==> src/rtl/qwi_axil2reg.sv <==
// ----------------------------------------------------------------------------
// qwi_axil2reg : AXI4-Lite slave to single-cycle register strobe bus bridge
// Rev 1.0
// ----------------------------------------------------------------------------
`default_nettype none

module qwi_axil2reg #(
  parameter int REGCNT = 2,
  parameter int AWID   = 11,
  parameter int DWID   = 32,
  parameter int RD_LAT = 1
) (
  input  logic              reg_clk,
  input  logic              reg_rst,
  input  logic [AWID+1:0]   s_awaddr,
  input  logic              s_awvalid,
  output logic              s_awready,
  input  logic [DWID-1:0]   s_wdata,
  input  logic [DWID/8-1:0] s_wstrb,
  input  logic              s_wvalid,
  output logic              s_wready,
  output logic [1:0]        s_bresp,
  output logic              s_bvalid,
  input  logic              s_bready,
  input  logic [AWID+1:0]   s_araddr,
  input  logic              s_arvalid,
  output logic              s_arready,
  output logic [DWID-1:0]   s_rdata,
  output logic [1:0]        s_rresp,
  output logic              s_rvalid,
  input  logic              s_rready,
  output logic              reg_ce,
  output logic [DWID/8-1:0] reg_we,
  output logic [AWID-1:0]   reg_addr,
  output logic [DWID-1:0]   reg_wrd,
  input  logic [DWID-1:0]   reg_rdd
);

  localparam logic [1:0]    c_OKAY   = 2'b00;
  localparam logic [1:0]    c_SLVERR = 2'b10;
  localparam logic [AWID:0] c_REGCNT = (AWID+1)'(REGCNT);
  localparam logic [2:0]    c_RD_LAT = 3'(RD_LAT);

  typedef enum logic [2:0] {
    S_IDLE    = 3'd0,
    S_WR_ACC  = 3'd1,
    S_WR_RESP = 3'd2,
    S_RD_ACC  = 3'd3,
    S_RD_WAIT = 3'd4,
    S_RD_RESP = 3'd5
  } state_t;

  state_t                state_q;
  logic                  prefer_wr_q;
  logic                  awready_q;
  logic                  wready_q;
  logic                  bvalid_q;
  logic [1:0]            bresp_q;
  logic                  arready_q;
  logic                  rvalid_q;
  logic [1:0]            rresp_q;
  logic [DWID-1:0]       rdata_q;
  logic                  rd_err_q;
  logic [2:0]            cnt_q;
  logic                  reg_ce_q;
  logic [DWID/8-1:0]     reg_we_q;
  logic [AWID-1:0]       reg_addr_q;
  logic [DWID-1:0]       reg_wrd_q;

  logic                  w_wr_cand;
  logic                  w_rd_cand;
  logic [AWID-1:0]       w_aw_idx;
  logic [AWID-1:0]       w_ar_idx;
  logic                  w_aw_ok;
  logic                  w_ar_ok;
  logic                  w_unused_lsbs;

  assign w_wr_cand     = s_awvalid & s_wvalid;
  assign w_rd_cand     = s_arvalid;
  assign w_aw_idx      = s_awaddr[AWID+1:2];
  assign w_ar_idx      = s_araddr[AWID+1:2];
  assign w_aw_ok       = ({1'b0, w_aw_idx} < c_REGCNT);
  assign w_ar_ok       = ({1'b0, w_ar_idx} < c_REGCNT);
  // Byte offset within the word is irrelevant on a word-wide register bus.
  assign w_unused_lsbs = ^{s_awaddr[1:0], s_araddr[1:0]};

  always_ff @(posedge reg_clk or posedge reg_rst) begin
    if (reg_rst) begin
      state_q     <= S_IDLE;
      prefer_wr_q <= 1'b1;
      awready_q   <= 1'b0;
      wready_q    <= 1'b0;
      bvalid_q    <= 1'b0;
      bresp_q     <= c_OKAY;
      arready_q   <= 1'b0;
      rvalid_q    <= 1'b0;
      rresp_q     <= c_OKAY;
      rdata_q     <= '0;
      rd_err_q    <= 1'b0;
      cnt_q       <= 3'd0;
      reg_ce_q    <= 1'b0;
      reg_we_q    <= '0;
      reg_addr_q  <= '0;
      reg_wrd_q   <= '0;
    end else begin
      reg_ce_q   <= 1'b0;
      reg_we_q   <= '0;
      reg_addr_q <= '0;
      reg_wrd_q  <= '0;
      case (state_q)
        S_IDLE: begin
          // Round robin only matters when both request types are pending.
          if (w_wr_cand && (!w_rd_cand || prefer_wr_q)) begin
            state_q     <= S_WR_ACC;
            awready_q   <= 1'b1;
            wready_q    <= 1'b1;
            prefer_wr_q <= 1'b0;
          end else if (w_rd_cand) begin
            state_q     <= S_RD_ACC;
            arready_q   <= 1'b1;
            prefer_wr_q <= 1'b1;
          end
        end
        S_WR_ACC: begin
          awready_q <= 1'b0;
          wready_q  <= 1'b0;
          state_q   <= S_WR_RESP;
          bresp_q   <= w_aw_ok ? c_OKAY : c_SLVERR;
          if (w_aw_ok && (s_wstrb != '0)) begin
            reg_ce_q   <= 1'b1;
            reg_we_q   <= s_wstrb;
            reg_addr_q <= w_aw_idx;
            reg_wrd_q  <= s_wdata;
          end
        end
        S_WR_RESP: begin
          if (!bvalid_q) begin
            bvalid_q <= 1'b1;
          end else if (s_bready) begin
            bvalid_q <= 1'b0;
            bresp_q  <= c_OKAY;
            state_q  <= S_IDLE;
          end
        end
        S_RD_ACC: begin
          arready_q <= 1'b0;
          rd_err_q  <= !w_ar_ok;
          cnt_q     <= 3'd0;
          state_q   <= S_RD_WAIT;
          if (w_ar_ok) begin
            reg_ce_q   <= 1'b1;
            reg_addr_q <= w_ar_idx;
          end
        end
        S_RD_WAIT: begin
          // cnt_q is 0 in the strobe cycle, so reg_rdd is sampled RD_LAT cycles later.
          if (cnt_q == c_RD_LAT) begin
            rvalid_q <= 1'b1;
            rdata_q  <= rd_err_q ? '0 : reg_rdd;
            rresp_q  <= rd_err_q ? c_SLVERR : c_OKAY;
            state_q  <= S_RD_RESP;
          end else begin
            cnt_q <= cnt_q + 3'd1;
          end
        end
        S_RD_RESP: begin
          if (s_rready) begin
            rvalid_q <= 1'b0;
            rdata_q  <= '0;
            rresp_q  <= c_OKAY;
            state_q  <= S_IDLE;
          end
        end
        default: state_q <= S_IDLE;
      endcase
    end
  end

  assign s_awready = awready_q;
  assign s_wready  = wready_q;
  assign s_bvalid  = bvalid_q;
  assign s_bresp   = bresp_q;
  assign s_arready = arready_q;
  assign s_rvalid  = rvalid_q;
  assign s_rresp   = rresp_q;
  assign s_rdata   = rdata_q;
  assign reg_ce    = reg_ce_q;
  assign reg_we    = reg_we_q;
  assign reg_addr  = reg_addr_q;
  assign reg_wrd   = reg_wrd_q;

endmodule

`default_nettype wire

==> config.mk <==
export PLATFORM = sky130hd
export DESIGN_NAME = qwi_axil2reg
export DESIGN_NICKNAME = d
export VERILOG_FILES = /design/src/rtl/qwi_axil2reg.sv
export SDC_FILE = /design/constraint.sdc
export NUM_CORES = 1
export LEC_CHECK = 0
export BUFFER_PORTS_ARGS = -buffer_cell sky130_fd_sc_hd__clkbuf_2
export CELL_PAD_IN_SITES_DETAIL_PLACEMENT = 1
export CELL_PAD_IN_SITES_GLOBAL_PLACEMENT = 1
export CORE_MARGIN = 10
export CORE_UTILIZATION = 31
export DETAILED_ROUTE_END_ITERATION = 7
export PLACE_DENSITY = 0.83
export SYNTH_ARGS = -nofsm -noshare
export SYNTH_HDL_FRONTEND = slang
export SYNTH_SLANG_ARGS = --single-unit
==> constraint.sdc <==
create_clock -name reg_clk -period 2.7 [get_ports reg_clk]
set_input_delay 0.405 -clock reg_clk [delete_from_list [all_inputs] [get_ports reg_clk]]
set_output_delay 0.405 -clock reg_clk [all_outputs]
set_load 0.05 [all_outputs]
# == Word level (Yosys, flattened, before mapping) ==
# Cells that the tools add are included.
# totals
reg_bits,96
inputBits,101
# op_classes
add_sub_neg,1
order_cmp,2
eq_ne,15
mux,42
bitwise,1
n_reduce_logical,20
# ops
cell,count
$mux 32,5
$pmux 32 s2,1
$lt 11x2->1 const B,2
$mux 11,2
$pmux 11 s2,1
$mux 3,7
$pmux 3 s6,1
$ne 2x2->1 const B,8
$mux 2,6
$reduce_bool 2->1,6
$mux 1,10
$reduce_and 3->1,3
$mux 4,2
$pmux 1 s2,4
$pmux 2 s2,2
$eq 3x1->1 const B,2
$eq 3x2->1 const B,2
$eq 3x3->1 const B,2
$pmux 3 s2,1
$reduce_and 2->1,3
$reduce_and 5->1,1
$reduce_bool 4->1,1
$add 3x1->3 const B,1
$logic_not 3->1,1
other kinds (5),7

# == Longest topological paths before layout ==
# Gate-level depths: netlist (run 1).
# depth
ltp_word,5
depth_mapped,7

# == Worst setup path before layout (run 1) ==
# No wires, ideal clock.
# synth_path
path_kind,register to register
startpoint,register cnt_q[1]
endpoint,register rdata_q[10] (netlist: s_rdata[10])
setup_ps,121
arrival_ps,1403
path_slack_ps,1176
path_stages_with_launch,7
n_path_buf,1
synth_period_minus_slack_ps,1524
cell_sequence,dfrtp_1 > inv_1 > ha_1 > nor3b_1 > o21ai_4 > buf_6 > a22o_1
# synth_via
elab_chain_cells,3
# synth_lines
item,line,rtl
from (decl),64,logic [2:0] cnt_q;
from (signal assigned),163,cnt_q <= cnt_q + 3'd1;
$eq 3x1->1,157,if (cnt_q == c_RD_LAT) begin
$ne 2x2->1 (no line),-,
$reduce_and 3->1 (no line),-,
to (signal assigned),159,rdata_q <= rd_err_q ? '0 : reg_rdd;
to (decl),62,logic [DWID-1:0] rdata_q;
# Every way passes these cells.
# A chain may end at the register's enable or synchronous reset.

# == Final worst setup path (run 1) ==
# layout_path
startpoint,register state_q[2]
endpoint,register reg_wrd_q[20] (netlist: reg_wrd[20])
# layout_via
elab_chain_cells,2
# layout_lines
item,line,rtl
from (decl),53,state_t state_q;
from (signal assigned),89,state_q <= S_IDLE;
from (signal assigned),114,state_q <= S_WR_ACC;
from (signal assigned),119,state_q <= S_RD_ACC;
$eq 3x1->1,110,case (state_q)
$mux 32,110,
to (signal assigned),133,reg_wrd_q <= s_wdata;
to (decl),68,logic [DWID-1:0] reg_wrd_q;
# Every way passes these cells.

==> results_dict.tcl, run 1 <==
set metrics [dict create \
    placementRows 39 \
    fmax_mhz 454 \
    globalRoute.totalOverflow 0 \
    status "finished clean" \
    period_minus_slack_ps 2200 \
    worst_ep_required_time_ps 2970 \
    timing.max_cap.violations 0 \
    crit_type "reg2reg" \
    clkLatencyLatePin_ps 340 \
    routed-via-count 2736 \
    post_cts_setup_repair_buffer_count 0 \
    power_per_cell_area_nw_per_um2 731 \
    chip_height_um 127 \
    total_wirelength_of_the_detailed_routed_design_um 10500 \
    initial_core_utilization 0.314 \
    r2r_cells 4 \
    viasPerCell 4.60 \
    setup_tns_ps 0 \
    finalClockSkew_ps 8.58 \
    grt_setup_unrepaired "false" \
    antenna_cells_inserted 0 \
    timing.critical_path.arrival_ps 2470 \
    cp_cell_sequence "nor2_8 -> nand4b_4 -> nor3b_4 -> and2_4" \
    hold_buffer_count_at_cts 0 \
    seq_area_frac_synth 0.659 \
    grt_pass1_vias 3139 \
    drc_errors 0 \
    yosys_warns 0 \
    async_sr_flop_fraction 1.00 \
    final.fill_count 1274 \
    synth.lib_cells_used.distinct 43 \
    drive_gt1_frac 0.515 \
    postSynthRegisterBits 94 \
    netlist_area_um2 3570 \
    prevailing_post_synth_register_cell "sky130_fd_sc_hd__dfrtp_1" \
    tightest_slew_ps 1150 \
    ir_drop_worst_vdd_mv 0.351 \
    final-setup-viol-count 0 \
    slew_violations 0 \
    gp_congestion 0.747 \
    number_of_buffers_created_by_cts 9 \
    drt_iter0_markers 106 \
    placeableCoreArea_um2 11400 \
    grt_antenna_before_repair 0 \
    cpPeakStageDelay_ps 940 \
    finalHoldViolCount 0 \
    routed_wire_length_per_instance_um 17.6 \
    grt_start_max_net_pins 95 \
    tritoncts "yes" \
    cts-root-buf "sky130_fd_sc_hd__clkbuf_16" \
    critical_path.slowest_cell "sky130_fd_sc_hd__nor3b_4" \
    final_min_period_over_clock_period 0.815 \
    syn-mean-instance-area_um2 14.1 \
    postSynthCellCount 254 \
    dieArea_um2 16200 \
    cts.path.max_buffers 2 \
    path_clk_slew_ps 60 \
    power_leakage_nw 2.71 \
    clock_sinks 94 \
    setup.worst_path.start_class "flop" \
    drtAntennaViolNets 0 \
    cts_max_level 3 \
    die_width_um 127 \
    synth-edff-count 0 \
    pin_count 190 \
    max_slew_margin 0.234 \
    area_growth_syn_to_layout_pct 37.2 \
    place.port_buffers 183 \
    groute.usage.overall 0.130 \
    hold_path_class "in2async" \
    dpl.hpwl_um 8160 \
    nNetsFinal 550 \
    grt_pass1_wl_um 16800 \
    cp-end-kind "flop" \
    drt_first_pass_iters 4 \
    hold-worst-slack_ps 161 \
    ctsResizeCount 0 \
    critPathMaxFanout 32 \
]
through the flow:
stage	util	setup slack [ps]	power [mW]	instances	cell area (um^2)
4_1_cts	0.431	446	3.64	595	4900
3_3_place_gp	0.405	500	2.34	579	4610
6_report	0.431	498	3.58	595	4900
2_1_floorplan	-	1180	2.17	265	3620
3_5_place_dp	0.405	422	2.37	579	4610
5_1_grt	0.431	226	3.79	595	4900
cells in the mapped netlist, types with 2 or more instances:
library cell	n	share of area
sky130_fd_sc_hd__nor2_1	9	0.0095
sky130_fd_sc_hd__nand2_1	11	0.012
sky130_fd_sc_hd__and2_1	17	0.030
sky130_fd_sc_hd__a221oi_1	3	0.0074
sky130_fd_sc_hd__a22o_1	32	0.078
sky130_fd_sc_hd__buf_6	8	0.025
sky130_fd_sc_hd__and2_4	20	0.049
sky130_fd_sc_hd__o21ai_0	2	0.0028
sky130_fd_sc_hd__buf_4	6	0.013
sky130_fd_sc_hd__nor4_1	2	0.0035
sky130_fd_sc_hd__a41oi_1	2	0.0049
sky130_fd_sc_hd__nor3_1	2	0.0028
sky130_fd_sc_hd__nand3b_1	2	0.0042
sky130_fd_sc_hd__nand2b_1	5	0.0088
sky130_fd_sc_hd__ha_1	2	0.0070
sky130_fd_sc_hd__nor2b_1	2	0.0035
sky130_fd_sc_hd__a21oi_1	5	0.0070
sky130_fd_sc_hd__inv_1	4	0.0042
sky130_fd_sc_hd__dfrtp_1	93	0.65
sky130_fd_sc_hd__nand3_1	4	0.0056
final timing paths:
| check | start | endpoint | slack (ps) |
|---|---|---|---|
| max | state_q[2] | reg_wrd[20] | 500 |
| min | reg_rst | reg_wrd[5] | 160 |
| max reg2reg | state_q[2] | reg_wrd[20] | 500 |
| min reg2reg | s_rvalid | s_rvalid | 490 |
| max in group asynchronous | reg_rst | prefer_wr_q | 2090 |
| min in group reg_clk | s_wdata[10] | reg_wrd[10] | 270 |
cell usage in the layout, fill, tap and decap left out, types with 2 or more instances in the layout:
master,count
sky130_fd_sc_hd__dfrtp_1,93
sky130_fd_sc_hd__nand3b_1,2
sky130_fd_sc_hd__nor2_1,9
sky130_fd_sc_hd__a22o_1,32
sky130_fd_sc_hd__buf_4,2
sky130_fd_sc_hd__nand2_1,11
sky130_fd_sc_hd__inv_1,3
sky130_fd_sc_hd__nand3_1,4
sky130_fd_sc_hd__nand2b_1,5
sky130_fd_sc_hd__clkbuf_16,9
sky130_fd_sc_hd__clkbuf_2,183
sky130_fd_sc_hd__clkbuf_1,2
sky130_fd_sc_hd__nor3_1,2
sky130_fd_sc_hd__and2_1,17
sky130_fd_sc_hd__a221oi_1,3
sky130_fd_sc_hd__and2_4,20
sky130_fd_sc_hd__nor2b_1,2
sky130_fd_sc_hd__nor4_1,2
sky130_fd_sc_hd__clkinvlp_4,3
sky130_fd_sc_hd__o21ai_0,2
sky130_fd_sc_hd__ha_1,2
sky130_fd_sc_hd__conb_1,12
sky130_fd_sc_hd__a21oi_1,5
sky130_fd_sc_hd__a41oi_1,2
area by class of cell:
class | count | area (um^2) | share of cell area
clock buffers | 11 | 233 | 0.0475
clock inverters | 5 | 58.8 | 0.0120
inverters | 4 | 18.8 | 0.00383
multi-input cells | 152 | 1110 | 0.226
flip-flops and latches | 94 | 2350 | 0.480
well taps | 143 | 179 | 0.0365
repair buffers | 186 | 951 | 0.194
worst max-delay path, delay by kind of cell (launching register included):
family	cells	cell delay [ps]
AND/OR/NAND/NOR	4	1560
flip-flops	1	550
logic make-up (layout without fill, tap and decap cells):
group / Yosys count / count (layout) / synth area share
AOI/OAI and AO/OA: 52 / 52 / 0.121
adders and majority gates: 2 / 2 / 0.00700
buffers and inverters: 19 / 206 / 0.0431
DFF: 94 / 94 / 0.659
muxes: 1 / 1 / 0.00315
other: 1 / 12 / 0.00105
and+or+nand+nor: 85 / 85 / 0.166
per-layer routing:
layer  GRT usage  share of wire
met3      0.0715           0.12
met2       0.206           0.49
met1       0.141           0.37
met5           0              0
met4      0.0549          0.018
flip-flops by register name, summed over array words and instances, names as in the netlist:
register and cells:
reg_wrd 32, cnt_q 3, reg_addr 11, s_rdata 32
s_rvalid 1, prefer_wr_q 1, state_q 3, reg_ce 1
reg_we 4, s_bvalid 1, s_bresp 1, s_wready 1
s_arready 1, s_rresp 1, rd_err_q 1
where the power goes:
group	switching [mW]	internal [mW]	total [mW]
Clock	0.524	0.720	1.24
Sequential	0.107	1.50	1.61
Combinational	0.490	0.239	0.729
Total	1.12	2.46	3.58
No activity file was read; power rests on OpenSTA's default activity.
==> inputs of run 2 (changes only) <==
--- a/config.mk
+++ b/config.mk
@@ -5,13 +5,14 @@
 export SDC_FILE = /design/constraint.sdc
 export NUM_CORES = 1
 export LEC_CHECK = 0
+export ABC_AREA = 1
 export BUFFER_PORTS_ARGS = -buffer_cell sky130_fd_sc_hd__clkbuf_2
 export CELL_PAD_IN_SITES_DETAIL_PLACEMENT = 1
 export CELL_PAD_IN_SITES_GLOBAL_PLACEMENT = 1
 export CORE_MARGIN = 10
-export CORE_UTILIZATION = 31
+export CORE_UTILIZATION = 29
 export DETAILED_ROUTE_END_ITERATION = 7
-export PLACE_DENSITY = 0.83
+export PLACE_DENSITY = 0.82
 export SYNTH_ARGS = -nofsm -noshare
 export SYNTH_HDL_FRONTEND = slang
 export SYNTH_SLANG_ARGS = --single-unit
==> constraint.sdc (replaced) <==
create_clock -name reg_clk -period 1.9 [get_ports reg_clk]
set_input_delay 0.285 -clock reg_clk [delete_from_list [all_inputs] [get_ports reg_clk]]
set_output_delay 0.285 -clock reg_clk [all_outputs]
set_load 0.05 [all_outputs]
==> run 2 against run 1 <==
  * Area after synthesis rose by 4.0%
  * Setup slack lost 250 ps
  * Total power increased by 53%
  * Worst hold slack got worse by 150 ps
  * Highest routed layer is now met5
  * Clock-buffer cell count is 1 lower
  * Via count rose by 21%
  * Final area is 5.4% higher
  * Critical endpoint is now s_rdata[18]
==> results_dict.tcl, run 2 <==
set metrics [dict create \
    status "finished clean" \
    routed_wire_length_per_instance_um 15.6 \
    dieArea_um2 17700 \
    p_sw_mw 1.75 \
    area_growth_syn_to_layout_pct 39.1 \
    timing.critical_path.arrival_ps 1930 \
    synth-simple-area-share 0.243 \
    comb_power_share 0.230 \
    groute.usage.overall 0.135 \
    drtAntennaViolNets 0 \
    globalRoute.totalOverflow 0 \
    grt_start_max_net_pins 57 \
    met1_length_um 4520 \
    fmax_mhz 604 \
    post_layout_nonfiller_instances 764 \
    post_synth_main_area_contributors "sky130_fd_sc_hd__dfrtp_1, sky130_fd_sc_hd__nand2_1, sky130_fd_sc_hd__inv_1" \
    synthesized_area_fraction_occupied_by_ao_oa_aoi_and_oai_cells 0.0179 \
    dpl.hpwl_um 9490 \
    final_critical_path_setup_slack_ps 245 \
    synth_top_family_by_area "simple AND/OR/NAND/NOR gates" \
    setup.worst_path.start_class "flop" \
    total_wirelength_of_the_detailed_routed_design_um 12000 \
    synth.largest_area_cell "sky130_fd_sc_hd__dfrtp_1" \
    setup_tns_ps 0 \
    switching_share 0.318 \
    critPathMaxFanout 34 \
    final_min_period_over_clock_period 0.871 \
    routed-via-count 3314 \
    top_layer "met5" \
    gp_congestion 0.773 \
    number_of_buffers_created_by_cts 9 \
    yosys_warns 0 \
    routed-wl-met2_um 6120 \
    placed_cell_area_um2 4840 \
    finalHoldViolCount 0 \
    timing.max_cap.violations 0 \
    slew_violations 0 \
    period_minus_slack_ps 1650 \
    syn-mean-instance-area_um2 9.40 \
    finalClockSkew_ps 6.44 \
    initial_core_utilization 0.295 \
    postSynthRegisterBits 94 \
    post_cts_setup_repair_buffer_count 0 \
    tritoncts "yes" \
    grt_antenna_before_repair 1 \
    cts.path.max_buffers 2 \
    drt_iter0_markers 146 \
    clock_sinks 94 \
    power_per_cell_area_nw_per_um2 1060 \
    cts-root-buf "sky130_fd_sc_hd__clkbuf_16" \
    clkLatencyLatePin_ps 340 \
    prevailing_post_synth_register_cell "sky130_fd_sc_hd__dfrtp_1" \
    seq_area_frac_synth 0.634 \
    grt_pass1_wl_um 19200 \
    internal_power_mw 3.74 \
    cp-end-kind "flop" \
    hold_path_class "in2async" \
    post-place-cells 750 \
    hold-worst-slack_ps 10.7 \
    synth.top_cells.by_count "sky130_fd_sc_hd__nand2_1, sky130_fd_sc_hd__dfrtp_1, sky130_fd_sc_hd__inv_1, sky130_fd_sc_hd__nor2_1, sky130_fd_sc_hd__nand4_1" \
    place.port_buffers 183 \
    worst_ep_required_time_ps 2170 \
    post_synth_xor_area_fraction 0.00236 \
    pin_count 190 \
    synth.lib_cells_used.distinct 27 \
    highest_count_cells_in_the_layout_ignoring_fill_and_taps "sky130_fd_sc_hd__clkbuf_2, sky130_fd_sc_hd__nand2_1, sky130_fd_sc_hd__dfrtp_1" \
    proportion_of_power_drawn_by_the_clock_network 0.362 \
    dp_slack_ps 268 \
    final_common_cell "sky130_fd_sc_hd__clkbuf_2" \
    drc_errors 0 \
    async_sr_flop_fraction 1.00 \
    drt_first_pass_iters 4 \
    cts_max_level 3 \
    synth_largest_type_area_fraction 0.627 \
    viasPerCell 4.34 \
    synth_most_common_cell "sky130_fd_sc_hd__nand2_1" \
    seq_power_share 0.408 \
    ir_drop_worst_vdd_mv 0.614 \
    crit_type "reg2reg" \
    netlist_area_um2 3710 \
    synth-edff-count 0 \
    chip_height_um 133 \
    path_clk_slew_ps 70 \
    antenna_cells_inserted 0 \
    hold_buffer_count_at_cts 0 \
    placeableCoreArea_um2 12600 \
    route.met3.wl_um 1150 \
    placementRows 41 \
    postSynthCellCount 395 \
    nNetsFinal 692 \
    power_leakage_nw 3.18 \
    synthMuxAreaShare 0 \
    grt_setup_unrepaired "false" \
    post_synth_fa_ha_maj_area_fraction 0.00674 \
    final-setup-viol-count 0 \
    grt_pass1_vias 3712 \
    finalInstanceArea_um2 5170 \
    die_width_um 133 \
    ctsResizeCount 0 \
    drive_gt1_frac 0.367 \
]
[run 2: cell count changes after synthesis, sizes merged, moves of 6 or more]
cell / before / now
a22o: 32 / 0
and2: 37 / 0
inv: 4 / 59
nand2: 11 / 109
nand3: 4 / 10
nand4: 0 / 33
nor2: 11 / 52
[run 2: layer usage]
metal,up-vias,GRT usage
li1,1594,-
met1,1588,0.141
met2,117,0.234
met3,13,0.0665
met4,2,0.0429
met5,-,0
[run 2: cell type report]
class	instances	area [um^2]
fill	1557	7400
tap	172	215
sequential	94	2350
multi-input combinational	234	1050
clock buffer	10	229
inverter	60	229
timing repair buffer	190	993
clock inverter	4	97.6
[run 2: power by group through the flow]
stage                     Clock (mW)  Combinational, mW  Sequential [mW]
final                           1.99               1.26             2.24
after global routing            2.15               1.40             2.25
after CTS                       2.04               1.28             2.24
after detailed placement           0               1.28             2.27
after global placement             0               1.23             2.26
after floorplan                    0              0.656             2.50
[run 2: critical path: stages, from the launching register on]
cell                      delay, ps
sky130_fd_sc_hd__dfrtp_1        410
sky130_fd_sc_hd__ha_1           220
sky130_fd_sc_hd__nand2_1        100
sky130_fd_sc_hd__nand3_1        130
sky130_fd_sc_hd__nand2_1        160
sky130_fd_sc_hd__inv_2           70
sky130_fd_sc_hd__nand2_4        300
sky130_fd_sc_hd__nand2_1        120
sky130_fd_sc_hd__nand2_1         80
[run 2: worst paths after layout]
path / start / end / slack (ps) / cells past startpoint
max: cnt_q[0] / s_rdata[18] / 250 / 8
min: reg_rst / reg_wrd[22] / 10 / 3
max reg2reg: cnt_q[0] / s_rdata[18] / 250 / 8
min reg2reg: s_rdata[7] / s_rdata[7] / 470 / 2
max in group asynchronous: reg_rst / s_rdata[25] / 1450 / 3
min in group reg_clk: s_wdata[24] / reg_wrd[24] / 130 / 3
[run 2: kinds of logic after synthesis]
kind of cell,Yosys count
fa+ha+maj,2
other cells,1
compound gates,11
buf+inv,78
xor+xnor,1
flops,94
simple gates,208
[run 2: per-stage QoR]
stage	power, mW	util
floorplan	3.15	-
global placement	3.49	0.385
detailed placement	3.55	0.385
CTS	5.56	0.411
global route	5.80	0.411
finish	5.48	0.411
